### config.mk
export PLATFORM = sky130hd
export DESIGN_NAME = fifo_write_arbiter
export DESIGN_NICKNAME = d
export VERILOG_FILES = /design/src/rtl/fifo_write_arbiter.sv
export SDC_FILE = /design/constraint.sdc
export NUM_CORES = 1
export LEC_CHECK = 0
export BUFFER_PORTS_ARGS = -buffer_cell sky130_fd_sc_hd__clkbuf_2
export CAP_MARGIN = 10
export CORE_MARGIN = 2
export CORE_UTILIZATION = 30
export CTS_CLUSTER_DIAMETER = 60
export CTS_CLUSTER_SIZE = 12
export DETAILED_ROUTE_END_ITERATION = 6
export PLACE_DENSITY = 0.62
export SKIP_CTS_REPAIR_TIMING = 1
export SLEW_MARGIN = 20
export SYNTH_ARGS = -nofsm -noshare
export SYNTH_HDL_FRONTEND = slang
export SYNTH_SLANG_ARGS = --single-unit
### constraint.sdc
create_clock -name clk -period 7.2 [get_ports clk]
set_input_delay 2.16 -clock clk [delete_from_list [all_inputs] [get_ports clk]]
set_output_delay 2.16 -clock clk [all_outputs]
set_load 0.1 [all_outputs]
### src/rtl/fifo_write_arbiter.sv
// fifo_write_arbiter
//   Round-robin arbiter sharing one FIFO write port among NREQ requesters.
//   Each grant is a burst of up to MAX_BURST words. FIFO back-pressure
//   (fifo_afull) stalls the burst without ending it. The write enable and
//   write data are registered, so a word lands in the FIFO one edge after
//   its acknowledge.
//
// Ports
//   clk        system clock, rising edge
//   rst        asynchronous reset, active low
//   req        per-requester write request, held while it has data
//   din        packed requester data, requester i on [i*DW +: DW]
//   ack        one-hot, combinational: din slice consumed at this edge
//   gnt        one-hot registered owner, 0 when idle
//   fifo_afull FIFO has at most one free slot
//   fifo_we    registered FIFO write enable
//   fifo_din   registered FIFO write data
//   busy       registered, high while a burst is granted
module fifo_write_arbiter #(
   parameter int unsigned NREQ      = 4,
   parameter int unsigned DW        = 16,
   parameter int unsigned MAX_BURST = 4
) (
   input  logic                 clk,
   input  logic                 rst,
   input  logic [NREQ-1:0]      req,
   input  logic [NREQ*DW-1:0]   din,
   output logic [NREQ-1:0]      ack,
   output logic [NREQ-1:0]      gnt,
   input  logic                 fifo_afull,
   output logic                 fifo_we,
   output logic [DW-1:0]        fifo_din,
   output logic                 busy
);

   localparam int unsigned OW = $clog2(NREQ);
   localparam int unsigned CW = $clog2(MAX_BURST) + 1;

   typedef enum logic [0:0] {StIdle, StBurst} state_e;

   state_e             state_q;
   logic [OW-1:0]      owner_q;
   logic [OW-1:0]      last_q;
   logic [CW-1:0]      cnt_q;
   logic [NREQ-1:0]    gnt_q;
   logic               we_q;
   logic [DW-1:0]      wdata_q;
   logic               busy_q;

   logic               owner_req;
   logic               owner_ack;
   logic               last_word;
   logic [DW-1:0]      owner_din;
   logic               sel_found;
   logic [OW-1:0]      sel_idx;
   logic [OW-1:0]      cand;

   // Owner-side handshake: only the current owner can ever be acknowledged.
   always_comb begin
      owner_req = req[owner_q];
      owner_ack = (state_q == StBurst) && owner_req && !fifo_afull;
      owner_din = din[DW*32'(owner_q) +: DW];
      last_word = (cnt_q == CW'(MAX_BURST - 1));
      ack       = '0;
      if (owner_ack) begin
         ack[owner_q] = 1'b1;
      end
   end

   // Round-robin pick: first asserted request after the previous owner, wrapping.
   always_comb begin
      sel_found = 1'b0;
      sel_idx   = '0;
      cand      = '0;
      for (int unsigned k = 1; k <= NREQ; k++) begin
         cand = OW'((32'(last_q) + k) % NREQ);
         if (!sel_found && req[cand]) begin
            sel_found = 1'b1;
            sel_idx   = cand;
         end
      end
   end

   always_ff @(posedge clk or negedge rst) begin
      if (!rst) begin
         state_q <= StIdle;
         owner_q <= '0;
         last_q  <= OW'(NREQ - 1);
         cnt_q   <= '0;
         gnt_q   <= '0;
         we_q    <= 1'b0;
         wdata_q <= '0;
         busy_q  <= 1'b0;
      end else begin
         unique case (state_q)
            StIdle: begin
               // Arbitration cycle never writes a word.
               we_q <= 1'b0;
               if (sel_found && !fifo_afull) begin
                  owner_q <= sel_idx;
                  gnt_q   <= {{(NREQ-1){1'b0}}, 1'b1} << sel_idx;
                  cnt_q   <= '0;
                  busy_q  <= 1'b1;
                  state_q <= StBurst;
               end
            end
            StBurst: begin
               if (owner_ack) begin
                  we_q    <= 1'b1;
                  wdata_q <= owner_din;
                  cnt_q   <= cnt_q + CW'(1);
               end else begin
                  we_q    <= 1'b0;
               end
               // A stall (afull with req held) is not an exit; only the burst
               // limit or the owner dropping its request ends the grant.
               if ((owner_ack && last_word) || !owner_req) begin
                  state_q <= StIdle;
                  gnt_q   <= '0;
                  busy_q  <= 1'b0;
                  last_q  <= owner_q;
               end
            end
            default: begin
               state_q <= StIdle;
            end
         endcase
      end
   end

   assign gnt      = gnt_q;
   assign fifo_we  = we_q;
   assign fifo_din = wdata_q;
   assign busy     = busy_q;

endmodule

==> results of run 1 <==
worst paths after layout:
path | startpoint | end | slack [ns] | depth (start not counted)
setup / recovery | req[0] | ack[3] | 1.25 | 6
hold / removal | fifo_din[5] | fifo_din[5] | 0.49 | 1
setup reg to reg | owner_q[1] | fifo_din[1] | 4.75 | 3
hold reg to reg | fifo_din[5] | fifo_din[5] | 0.49 | 1
max in group asynchronous | rst | fifo_din[12] | 4.79 | 1
min in group asynchronous | rst | fifo_din[1] | 1.94 | 1
synth_stat cells, types with 2 or more instances:
cell,count,area share
ha_1,2,0.015
a32o_1,2,0.012
clkbuf_1,4,0.0088
dfrtp_1,28,0.41
nand2b_1,2,0.0074
mux2_2,8,0.053
mux2_1,10,0.066
inv_1,3,0.0066
mux4_2,17,0.23
nand3_1,3,0.0088
o32ai_1,2,0.010
o21ai_0,4,0.012
nor3b_1,2,0.0088
dfstp_2,2,0.031
nor2_1,6,0.013
buf_2,2,0.0059
nand2_1,3,0.0066
a21oi_1,2,0.0059
mux2i_1,2,0.012
through the flow:
stage,setup slack [ns],cell area (um^2),hold slack [ns],cells
6_report,1.25,2320,0.489,288
5_1_grt,1.15,2320,0.501,288
4_1_cts,1.22,2320,0.495,288
3_5_place_dp,1.21,2230,0.481,280
3_3_place_gp,1.26,2230,0.474,280
2_1_floorplan,0.0729,1700,0.464,119
worst max-delay path: cells and delay by family:
family | cells | cell delay [ns]
buffers and inverters | 3 | 0.58
multiplexers | 1 | 0.53
AND/OR/NAND/NOR | 2 | 0.50
flip-flops by register name, indices dropped and copies added (netlist names):
register,count
fifo_din,16
gnt,4
cnt_q,3
last_q,2
owner_q,2
busy,1
fifo_we,1
state_q,1
logic make-up (layout without fill, tap and decap cells):
logic type / count (synthesis) / count (layout) / share of synthesized area
buf+inv: 11 / 108 / 0.0324
flops: 30 / 30 / 0.444
fa+ha+maj: 2 / 2 / 0.0147
simple gates: 21 / 21 / 0.0723
compound gates: 18 / 18 / 0.0797
mux: 37 / 37 / 0.357
area by class of cell:
type | count | area, um^2 | share of cell area
clock buffer | 7 | 86.3 | 0.0372
clock inverter | 1 | 5.00 | 0.00216
inverter | 3 | 11.3 | 0.00485
multi-input combinational | 78 | 888 | 0.383
sequential | 30 | 753 | 0.324
tap | 72 | 90.1 | 0.0388
timing repair buffer | 97 | 488 | 0.210
placed cells by master, fill, tap and decap left out, types with 2 or more instances in the layout:
| cell | n |
|---|---|
| nor2_1 | 6 |
| nand2_1 | 3 |
| clkbuf_8 | 6 |
| o32ai_1 | 2 |
| dfrtp_1 | 28 |
| nand3_1 | 3 |
| mux2i_1 | 2 |
| mux2_1 | 10 |
| inv_1 | 3 |
| a32o_1 | 2 |
| clkbuf_2 | 96 |
| mux2_2 | 8 |
| dfstp_2 | 2 |
| o21ai_0 | 4 |
| nand2b_1 | 2 |
| a21oi_1 | 2 |
| ha_1 | 2 |
| nor3b_1 | 2 |
| mux4_2 | 17 |
metal layers:
metal / up-vias / part of all wire / track usage
met5: - / 0 / 0
met4: 0 / 0.022 / 0.0621
met3: 9 / 0.11 / 0.0568
met2: 67 / 0.48 / 0.235
met1: 670 / 0.39 / 0.155
li1: 662 / - / -
==> summary.md, run 1 <==
| Metric | Value |
|---|---|
| Cell repeated most along the worst path | `clkbuf_2` |
| Maximum number of pins on one net before global-route repair | `31` |
| DRT antenna net count | `0` |
| Initial core utilization | `0.310` |
| TritonCTS clock tree | `built` |
| Final clock skew | `0.00812 ns` |
| Average wire per standard cell | `14.4 um` |
| Number of global-route vias before repair | `1,432` |
| Sum of overflow across all layers after global routing | `0` |
| Worst min-delay path category | `reg2reg` |
| N_diodes | `0` |
| Final Routed Wirelength | `4140 um` |
| Ports placed on the boundary | `97` |
| Vias post-DR | `1,408` |
| Critical Path Sink Type | `primary output` |
| Root buffer selected by CTS | `clkbuf_8` |
| EDFF count, synth | `0` |
| Number of buffers inserted during clock tree synthesis | `5` |
| Syn_nets | `192` |
| Violation count after the first detailed-route iteration | `38` |
| Chip height | `79.2 um` |
| Pre-antenna DRT Iters | `4` |
| Placer congestion estimate | `0.721` |
| Final max-slew violation count | `0` |
| Area of the die | `0.00627 mm^2` |
| Post-synthesis to final-layout area growth | `36.9%` |
| Via-per-instance ratio | `4.89` |
| Setup repair after global routing missed its margin | `false` |
| Post-route clock period utilization | `0.827` |
| Synthesized instance count | `119` |
| Sink count of the clock tree | `30` |
| Die Width | `79.2 um` |
| Count of state elements after synthesis | `30` |
| CTS H-tree depth | `2` |
| Count of input and output buffers | `96` |
| Portion of the post-synthesis area used by sequential elements | `0.444` |
| Overall Global Routing Usage | `0.140` |
| Critical path type | `in2out` |
| F_max | `0.168 GHz` |
| Prevailing post-synth register cell | `dfrtp_1` |
| Biggest fanout along the worst timing path | `26` |
| Total of max-cap violations | `0` |
| Fraction of registers with async set or reset after synthesis | `1.00` |
| Number of DRC violations after detailed routing | `0` |
| Insertion delay to the later sink of the worst-skew pair | `0.28 ns` |
| Relative slew slack | `0.384` |
| Count of final hold-check violations | `0` |
| Buffers from clock root to sink, at most | `2` |
| Transition at the pin with the smallest max-transition slack | `0.925 ns` |
| Arrival @ worst endpoint | `3.79 ns` |
| Wire length of the first global-routing pass | `6630 um` |
| Number of warning messages in the yosys log | `0` |
| Crit start category | `input pin` |
| Core area | `0.00547 mm^2` |
| Highest-delay cell along the critical path | `mux4_2` |
| Nets | `288` |
| Sum of net half-perimeters after detailed placement | `3250 um` |
| Fraction of final layout cells with drive strength greater than 1 | `0.620` |
| Row Count | `27` |
| Outcome | `finished, final reports clean` |
| Final-layout setup total negative slack | `0 ns` |
| Synthesized area per cell | `14.3 um^2` |
| Core utilization of the finished layout | `0.424` |
| Number of library cell types mapped by synthesis | `34` |
| Min cycle time layout | `5.95 ns` |
| Longest individual stage delay on the worst path | `0.53 ns` |
| Crit path required time | `5.04 ns` |
| Cell area after synthesis | `0.00170 mm^2` |
| Filler Cells Inserted | `532` |
| Final setup fails | `0` |
| Crit-path cells | `clkbuf_2, mux4_2, nand3b_4, inv_1, and3_1, clkbuf_2` |
| Clock slew seen by the registers of the worst setup and hold paths | `0.06 ns` |
| Initial antenna violation count | `0` |
Power of run 1 is left out: the tool's default activity adds up to more than one toggle a clock period on the data nets, which glitch-free logic cannot reach.
==> run 2: changes to the inputs <==
--- a/config.mk
+++ b/config.mk
@@ -5,6 +5,7 @@
 export SDC_FILE = /design/constraint.sdc
 export NUM_CORES = 1
 export LEC_CHECK = 0
+export ABC_AREA = 1
 export BUFFER_PORTS_ARGS = -buffer_cell sky130_fd_sc_hd__clkbuf_2
 export CAP_MARGIN = 10
 export CORE_MARGIN = 2
@@ -12,7 +13,7 @@
 export CTS_CLUSTER_DIAMETER = 60
 export CTS_CLUSTER_SIZE = 12
 export DETAILED_ROUTE_END_ITERATION = 6
-export PLACE_DENSITY = 0.62
+export PLACE_DENSITY = 0.61
 export SKIP_CTS_REPAIR_TIMING = 1
 export SLEW_MARGIN = 20
 export SYNTH_ARGS = -nofsm -noshare
==> constraint.sdc (replaced) <==
create_clock -name clk -period 5.7 [get_ports clk]
set_input_delay 1.71 -clock clk [delete_from_list [all_inputs] [get_ports clk]]
set_output_delay 1.71 -clock clk [all_outputs]
set_load 0.1 [all_outputs]
==> run 2 against run 1 <==
Area after synthesis increased by 12%. Routed wire length increased by 32%. Core utilization increased by 0.11 points. Cell count increased by 50%.
==> summary.md, run 2 <==
| Metric | Value |
|---|---|
| DRT antenna net count | `0 (unchanged)` |
| Portion of the post-synthesis area used by sequential elements | `0.397 (was 0.444)` |
| Sum of net half-perimeters after detailed placement | `4220 um (was 3250 um)` |
| Highest-delay cell along the critical path | `nor3_1 (was mux4_2)` |
| Number of global-route vias before repair | `2,013 (was 1,432)` |
| Syn_nets | `336 (was 192)` |
| Insertion delay to the later sink of the worst-skew pair | `0.28 ns (about the same)` |
| Dominant cell type by area after synthesis | `dfrtp_1 (unchanged)` |
| Sink count of the clock tree | `30 (unchanged)` |
| Relative slew slack | `0.507 (was 0.384)` |
| Total of max-cap violations | `0 (unchanged)` |
| Number of library cell types mapped by synthesis | `26 (was 34)` |
| Final max-slew violation count | `0 (unchanged)` |
| Area of placed instances | `0.00247 mm^2 (was 0.00223 mm^2)` |
| Area of the die | `0.00697 mm^2 (was 0.00627 mm^2)` |
| Chip height | `83.5 um (was 79.2 um)` |
| Cell area after synthesis | `0.00190 mm^2 (was 0.00170 mm^2)` |
| Core utilization of the finished layout | `0.425 (was 0.424)` |
| Count of state elements after synthesis | `30 (unchanged)` |
| Post-layout worst setup margin | `0.927 ns (was 1.25 ns)` |
| Commonest cells after routing, fill and taps aside | `nand2_1 (99), clkbuf_2 (92), nand3_1 (30) (was clkbuf_2 (96), dfrtp_1 (28), mux4_2 (17))` |
| Longest individual stage delay on the worst path | `0.39 ns (was 0.53 ns)` |
| LEAKAGE | `0.00143 uW` |
| Synthesized area per cell | `7.21 um^2 (was 14.3 um^2)` |
| Ports placed on the boundary | `97 (unchanged)` |
| Count of final hold-check violations | `0 (unchanged)` |
| Filler Cells Inserted | `643 (was 532)` |
| Fraction of final layout cells with drive strength greater than 1 | `0.354 (was 0.620)` |
| Overall Global Routing Usage | `0.156 (was 0.140)` |
| Initial antenna violation count | `0 (unchanged)` |
| Crit path required time | `3.99 ns (was 5.04 ns)` |
| Largest cells by area after synthesis | `dfrtp_1 (37%), nand2_1 (20%), nand3_1 (7.9%), a221oi_1 (7.4%), o21ai_1 (4.5%) (was dfrtp_1 (41%), mux4_2 (23%), mux2_1 (6.6%), mux2_2 (5.3%), dfstp_2 (3.1%))` |
| Cell types with the highest counts after synthesis | `nand2_1 (99), nand3_1 (30), dfrtp_1 (28), o21ai_1 (17), a221oi_1 (16) (was dfrtp_1 (28), mux4_2 (17), mux2_1 (10), mux2_2 (8), nor2_1 (6))` |
| Post-route clock period utilization | `0.837` |
| Crit start category | `input pin (unchanged)` |
| Number of warning messages in the yosys log | `0 (unchanged)` |
| Critical path type | `in2out (unchanged)` |
| Nets | `428 (was 288)` |
| Largest register FFs | `16 (unchanged)` |
| Final Routed Wirelength | `5480 um (was 4140 um)` |
| Core area | `0.00603 mm^2 (was 0.00547 mm^2)` |
| F_max | `0.209 GHz` |
| Sum of overflow across all layers after global routing | `0 (unchanged)` |
| Via-per-instance ratio | `4.89 (about the same)` |
| Root buffer selected by CTS | `clkbuf_8 (unchanged)` |
| Min cycle time layout | `4.77 ns` |
| Row Count | `28 (was 27)` |
| Number of DRC violations after detailed routing | `0 (unchanged)` |
| Arrival @ worst endpoint | `3.06 ns (was 3.79 ns)` |
| EDFF count, synth | `0 (unchanged)` |
| Final clock skew | `0.00731 ns (was 0.00812 ns)` |
| Buffers from clock root to sink, at most | `2 (unchanged)` |
| Worst vdd rail ir drop | `0.368 mV` |
| Crit-path cells | `clkbuf_2, inv_1, o22ai_1, a21oi_1, nand2_1, nand2_1, nor3_1, buf_12 (was clkbuf_2, mux4_2, nand3b_4, inv_1, and3_1, clkbuf_2)` |
| Maximum number of pins on one net before global-route repair | `31 (unchanged)` |
| Average wire per standard cell | `12.7 um (was 14.4 um)` |
| Placer congestion estimate | `0.852 (was 0.721)` |
| Final-layout setup total negative slack | `0 ns (unchanged)` |
| Most common cell in the netlist | `nand2_1 (was dfrtp_1)` |
| Transition at the pin with the smallest max-transition slack | `0.740 ns (was 0.925 ns)` |
| Setup repair after global routing missed its margin | `false (unchanged)` |
| Synthesized instance count | `263 (was 119)` |
| Outcome | `finished, final reports clean (unchanged)` |
| Wire length of the first global-routing pass | `9180 um (was 6630 um)` |
| Worst slack at placement | `0.886 ns (was 1.21 ns)` |
| N_diodes | `0 (unchanged)` |
| Prevailing post-synth register cell | `dfrtp_1 (unchanged)` |
| Biggest fanout along the worst timing path | `14 (was 26)` |
| Most frequent standard cell in the layout excluding fill and tap cells | `nand2_1 (was clkbuf_2)` |
| Worst min-delay path category | `reg2reg (unchanged)` |
| Post-synthesis to final-layout area growth | `35.2% (was 36.9%)` |
| Pre-antenna DRT Iters | `4 (unchanged)` |
| Power density over the cells | `656 mW/mm^2` |
| Vias post-DR | `2,109 (was 1,408)` |
| Hold slack | `0.484 ns (was 0.489 ns)` |
| Number of buffers inserted during clock tree synthesis | `5 (unchanged)` |
| Violation count after the first detailed-route iteration | `85 (was 38)` |
| Initial core utilization | `0.315 (was 0.310)` |
| Count of input and output buffers | `96 (unchanged)` |
| Fraction of registers with async set or reset after synthesis | `1.00 (unchanged)` |
| CTS H-tree depth | `2 (unchanged)` |
| Critical Path Sink Type | `primary output (unchanged)` |
| Cell repeated most along the worst path | `nand2_1 (was clkbuf_2)` |
| Final instance area | `0.00256 mm^2 (was 0.00232 mm^2)` |
| Share of Yosys cell area claimed by the top area cell type | `0.370 (was 0.413)` |
| Die Width | `83.5 um (was 79.2 um)` |
| Clock slew seen by the registers of the worst setup and hold paths | `0.06 ns (about the same)` |
| TritonCTS clock tree | `built (unchanged)` |
| Final setup fails | `0 (unchanged)` |
run 2: changes by cell type after synthesis, moves of 10 or more:
| cell | delta |
|---|---|
| mux2_1 | -10 |
| a221oi_1 | +16 |
| nand3_1 | +27 |
| mux4_2 | -17 |
| o21ai_1 | +17 |
| nand2_1 | +96 |
run 2: final timing paths:
check | startpoint | to | slack [ns] | depth (start not counted)
setup / recovery | req[3] | ack[1] | 0.93 | 8
hold reg to reg | busy | busy | 0.48 | 2
hold / removal | busy | busy | 0.48 | 2
setup reg to reg | owner_q[0] | cnt_q[2] | 3.32 | 8
min in group asynchronous | rst | fifo_din[8] | 1.49 | 1
max in group asynchronous | rst | fifo_din[2] | 3.74 | 1
run 2: metal layers:
metal / track usage / routed length (um) / vias up
met4: 0.0352 / 49 / 0
met3: 0.0465 / 449 / 9
li1: - / - / 1069
met5: 0 / 0 / -
met2: 0.271 / 2530 / 82
met1: 0.192 / 2450 / 949
run 2: power by group:
| group | internal [uW] | switching (uW) | total, uW |
|---|---|---|---|
| combinational | 257 | 876 | 1130 |
| sequential | 303 | 68.4 | 371 |
| clock | 96.8 | 80.0 | 177 |
| total | 657 | 1020 | 1680 |
run 2: cell type report:
cell class              instances  area (um^2)  share of cell area
clock buffers                   6         82.6              0.0322
clock inverters                 2         12.5             0.00488
inverters                      17         66.3              0.0259
multi-input cells             203         1000               0.390
flip-flops and latches         30          753               0.294
well taps                      75         93.8              0.0366
repair buffers                 98          556               0.217
run 2: stage by stage:
stage	total power, uW	instances
floorplan	1300	263
global placement	1500	423
detailed placement	1510	423
CTS	1690	431
global route	1810	431
finish	1680	431
run 2: kinds of logic after synthesis:
group           count (synthesis)  share of synthesized area
compound gates                 43                      0.148
fa+ha+maj                       2                     0.0132
flops                          30                      0.397
buf+inv                        30                     0.0752
simple gates                  158                      0.366
run 2: critical path: cells and delay by family:
| kind | cells | cell delay (ns) |
|---|---|---|
| buf+inv | 3 | 0.38 |
| compound gates | 2 | 0.20 |
| simple gates | 3 | 0.77 |
(Power assumes the default switching activity.)
==> run 3: changes to the inputs <==
--- a/config.mk
+++ b/config.mk
@@ -13,7 +13,7 @@
 export CTS_CLUSTER_DIAMETER = 60
 export CTS_CLUSTER_SIZE = 12
 export DETAILED_ROUTE_END_ITERATION = 6
-export PLACE_DENSITY = 0.61
+export PLACE_DENSITY = 0.63
 export SKIP_CTS_REPAIR_TIMING = 1
 export SLEW_MARGIN = 20
 export SYNTH_ARGS = -nofsm -noshare
==> constraint.sdc (replaced) <==
create_clock -name clk -period 4.3 [get_ports clk]
set_input_delay 1.29 -clock clk [delete_from_list [all_inputs] [get_ports clk]]
set_output_delay 1.29 -clock clk [all_outputs]
set_load 0.1 [all_outputs]
==> run 3 against run 2 <==
Register-to-register slack got worse by 1.1 ns. Largest cell class unchanged. Via count is 0.66% higher. Critical endpoint unchanged. Critical path depth unchanged. Sequential share of layout area is essentially flat. Clock power is 30% higher. Worst hold slack got worse by 0.0042 ns. Worst setup slack lost 0.44 ns. Routed wire length up 2.1%. Cell count is 0.23% higher. Sequential cell count stayed put.
==> summary.md, run 3 (synthesized netlist as in run 2, its figures left out) <==
| Metric | Value |
|---|---|
| Clock power frac | `0.103 (was 0.105)` |
| Number of global-route vias before repair | `2,040 (was 2,013)` |
| Critical path type | `in2out (unchanged)` |
| Row Count | `28 (unchanged)` |
| Nets | `429 (was 428)` |
| Count of final hold-check violations | `0 (unchanged)` |
| Root buffer selected by CTS | `clkbuf_8 (unchanged)` |
| Overall Global Routing Usage | `0.164 (was 0.156)` |
| Placer congestion estimate | `0.842 (was 0.852)` |
| N_diodes | `0 (unchanged)` |
| Critical Path Sink Type | `primary output (unchanged)` |
| TritonCTS clock tree | `built (unchanged)` |
| Length of routed met3 wiring | `492 um (was 449 um)` |
| Maximum number of pins on one net before global-route repair | `31 (unchanged)` |
| Biggest fanout along the worst timing path | `8 (was 14)` |
| Share of power burned in combinational logic | `0.676 (was 0.674)` |
| Sw power | `1350 uW (was 1020 uW)` |
| Sum of overflow across all layers after global routing | `0 (unchanged)` |
| Final max-slew violation count | `0 (unchanged)` |
| Arrival @ worst endpoint | `2.52 ns (was 3.06 ns)` |
| Register share of total power | `0.221 (about the same)` |
| Post-route clock period utilization | `0.886` |
| DRT antenna net count | `0 (unchanged)` |
| Relative slew slack | `0.493 (was 0.507)` |
| Largest register FFs | `16 (unchanged)` |
| Initial antenna violation count | `0 (unchanged)` |
| Filler Cells Inserted | `621 (was 643)` |
| Final Routed Wirelength | `5600 um (was 5480 um)` |
| Insertion delay to the later sink of the worst-skew pair | `0.28 ns (about the same)` |
| Final setup fails | `0 (unchanged)` |
| Pre-antenna DRT Iters | `4 (unchanged)` |
| Total of max-cap violations | `0 (unchanged)` |
| Number of DRC violations after detailed routing | `0 (unchanged)` |
| Met1 wire length | `2340 um (was 2450 um)` |
| Post-synthesis to final-layout area growth | `35.4% (was 35.2%)` |
| Core area | `0.00603 mm^2 (unchanged)` |
| Core utilization of the finished layout | `0.426 (was 0.425)` |
| Int Power | `878 uW (was 657 uW)` |
| Worst vdd rail ir drop | `0.456 mV (was 0.368 mV)` |
| Min cycle time layout | `3.81 ns` |
| Most frequent standard cell in the layout excluding fill and tap cells | `nand2_1 (unchanged)` |
| Hold slack | `0.480 ns (was 0.484 ns)` |
| Met2 WL post-DR | `2670 um (was 2530 um)` |
| Count of input and output buffers | `96 (unchanged)` |
| Worst slack at placement | `0.473 ns (was 0.886 ns)` |
| Crit start category | `input pin (unchanged)` |
| Fraction of final layout cells with drive strength greater than 1 | `0.353 (was 0.354)` |
| Buffers from clock root to sink, at most | `2 (unchanged)` |
| Number of buffers inserted during clock tree synthesis | `5 (unchanged)` |
| Final-layout setup total negative slack | `0 ns (unchanged)` |
| LEAKAGE | `0.00143 uW (about the same)` |
| F_max | `0.262 GHz` |
| Power density over the cells | `867 mW/mm^2 (was 656 mW/mm^2)` |
| Area of the die | `0.00697 mm^2 (unchanged)` |
| Final clock skew | `0.00718 ns (was 0.00731 ns)` |
| Area of placed instances | `0.00248 mm^2 (was 0.00247 mm^2)` |
| Commonest cells after routing, fill and taps aside | `nand2_1 (99), clkbuf_2 (92), nand3_1 (30) (unchanged)` |
| Post-layout worst setup margin | `0.489 ns (was 0.927 ns)` |
| Chip height | `83.5 um (unchanged)` |
| CTS H-tree depth | `2 (unchanged)` |
| Crit path required time | `3.01 ns (was 3.99 ns)` |
| Final instance area | `0.00257 mm^2 (was 0.00256 mm^2)` |
| Top routing layer in use | `met4 (unchanged)` |
| Setup repair after global routing missed its margin | `false (unchanged)` |
| Vias post-DR | `2,123 (was 2,109)` |
| Ports placed on the boundary | `97 (unchanged)` |
| Violation count after the first detailed-route iteration | `79 (was 85)` |
| Clock slew seen by the registers of the worst setup and hold paths | `0.06 ns (about the same)` |
| Outcome | `finished, final reports clean (unchanged)` |
| Via-per-instance ratio | `4.91 (was 4.89)` |
| Sum of net half-perimeters after detailed placement | `4270 um (was 4220 um)` |
| Initial core utilization | `0.315 (unchanged)` |
| Die Width | `83.5 um (unchanged)` |
| Average wire per standard cell | `13.0 um (was 12.7 um)` |
| Transition at the pin with the smallest max-transition slack | `0.760 ns (was 0.740 ns)` |
| Wire length of the first global-routing pass | `9330 um (was 9180 um)` |
| Sw Share | `0.606 (was 0.609)` |
| Sink count of the clock tree | `30 (unchanged)` |
| Worst min-delay path category | `reg2reg (unchanged)` |
-- run 3: layout make-up --
type	instances	area [um^2]	share of cell area
Clock buffer	7	86.3	0.0336
Tap cell	75	93.8	0.0365
Multi-Input combinational cell	203	1000	0.389
Timing Repair Buffer	99	563	0.219
Sequential cell	30	753	0.293
Clock inverter	1	5.00	0.00195
Inverter	17	66.3	0.0258
-- run 3: worst paths after layout --
check	start	to	slack [ns]	cells after the start
max	req[3]	ack[1]	0.49	8
max reg2reg	owner_q[0]	cnt_q[1]	2.24	10
min reg2reg	cnt_q[0]	cnt_q[0]	0.48	1
min	cnt_q[0]	cnt_q[0]	0.48	1
min in group asynchronous	rst	fifo_din[4]	1.08	1
max in group asynchronous	rst	cnt_q[1]	2.74	1
-- run 3: worst max-delay path: stages --
cell	delay, ns
clkbuf_2	0.11
inv_1	0.04
o22ai_1	0.15
a21oi_1	0.05
nand2_1	0.09
nand2_1	0.18
nor3_1	0.37
buf_12	0.23
-- run 3: metal layers --
| metal | track usage | vias to the layer above |
|---|---|---|
| li1 | - | 1076 |
| met4 | 0.0616 | 0 |
| met2 | 0.285 | 94 |
| met1 | 0.192 | 943 |
| met5 | 0 | - |
| met3 | 0.0485 | 10 |
-- run 3: through the flow --
step / cells / total power [uW]
after global placement: 424 / 1990
after global routing: 432 / 2390
after floorplan: 263 / 1730
after detailed placement: 424 / 2010
after CTS: 432 / 2250
final: 432 / 2230
-- run 3: power groups by stage --
stage / clock network (uW) / logic (uW) / registers (uW)
3_3_place_gp: 0 / 1500 / 492
4_1_cts: 239 / 1510 / 493
6_report: 230 / 1500 / 492
3_5_place_dp: 0 / 1510 / 496
5_1_grt: 251 / 1630 / 508
2_1_floorplan: 0 / 689 / 1040
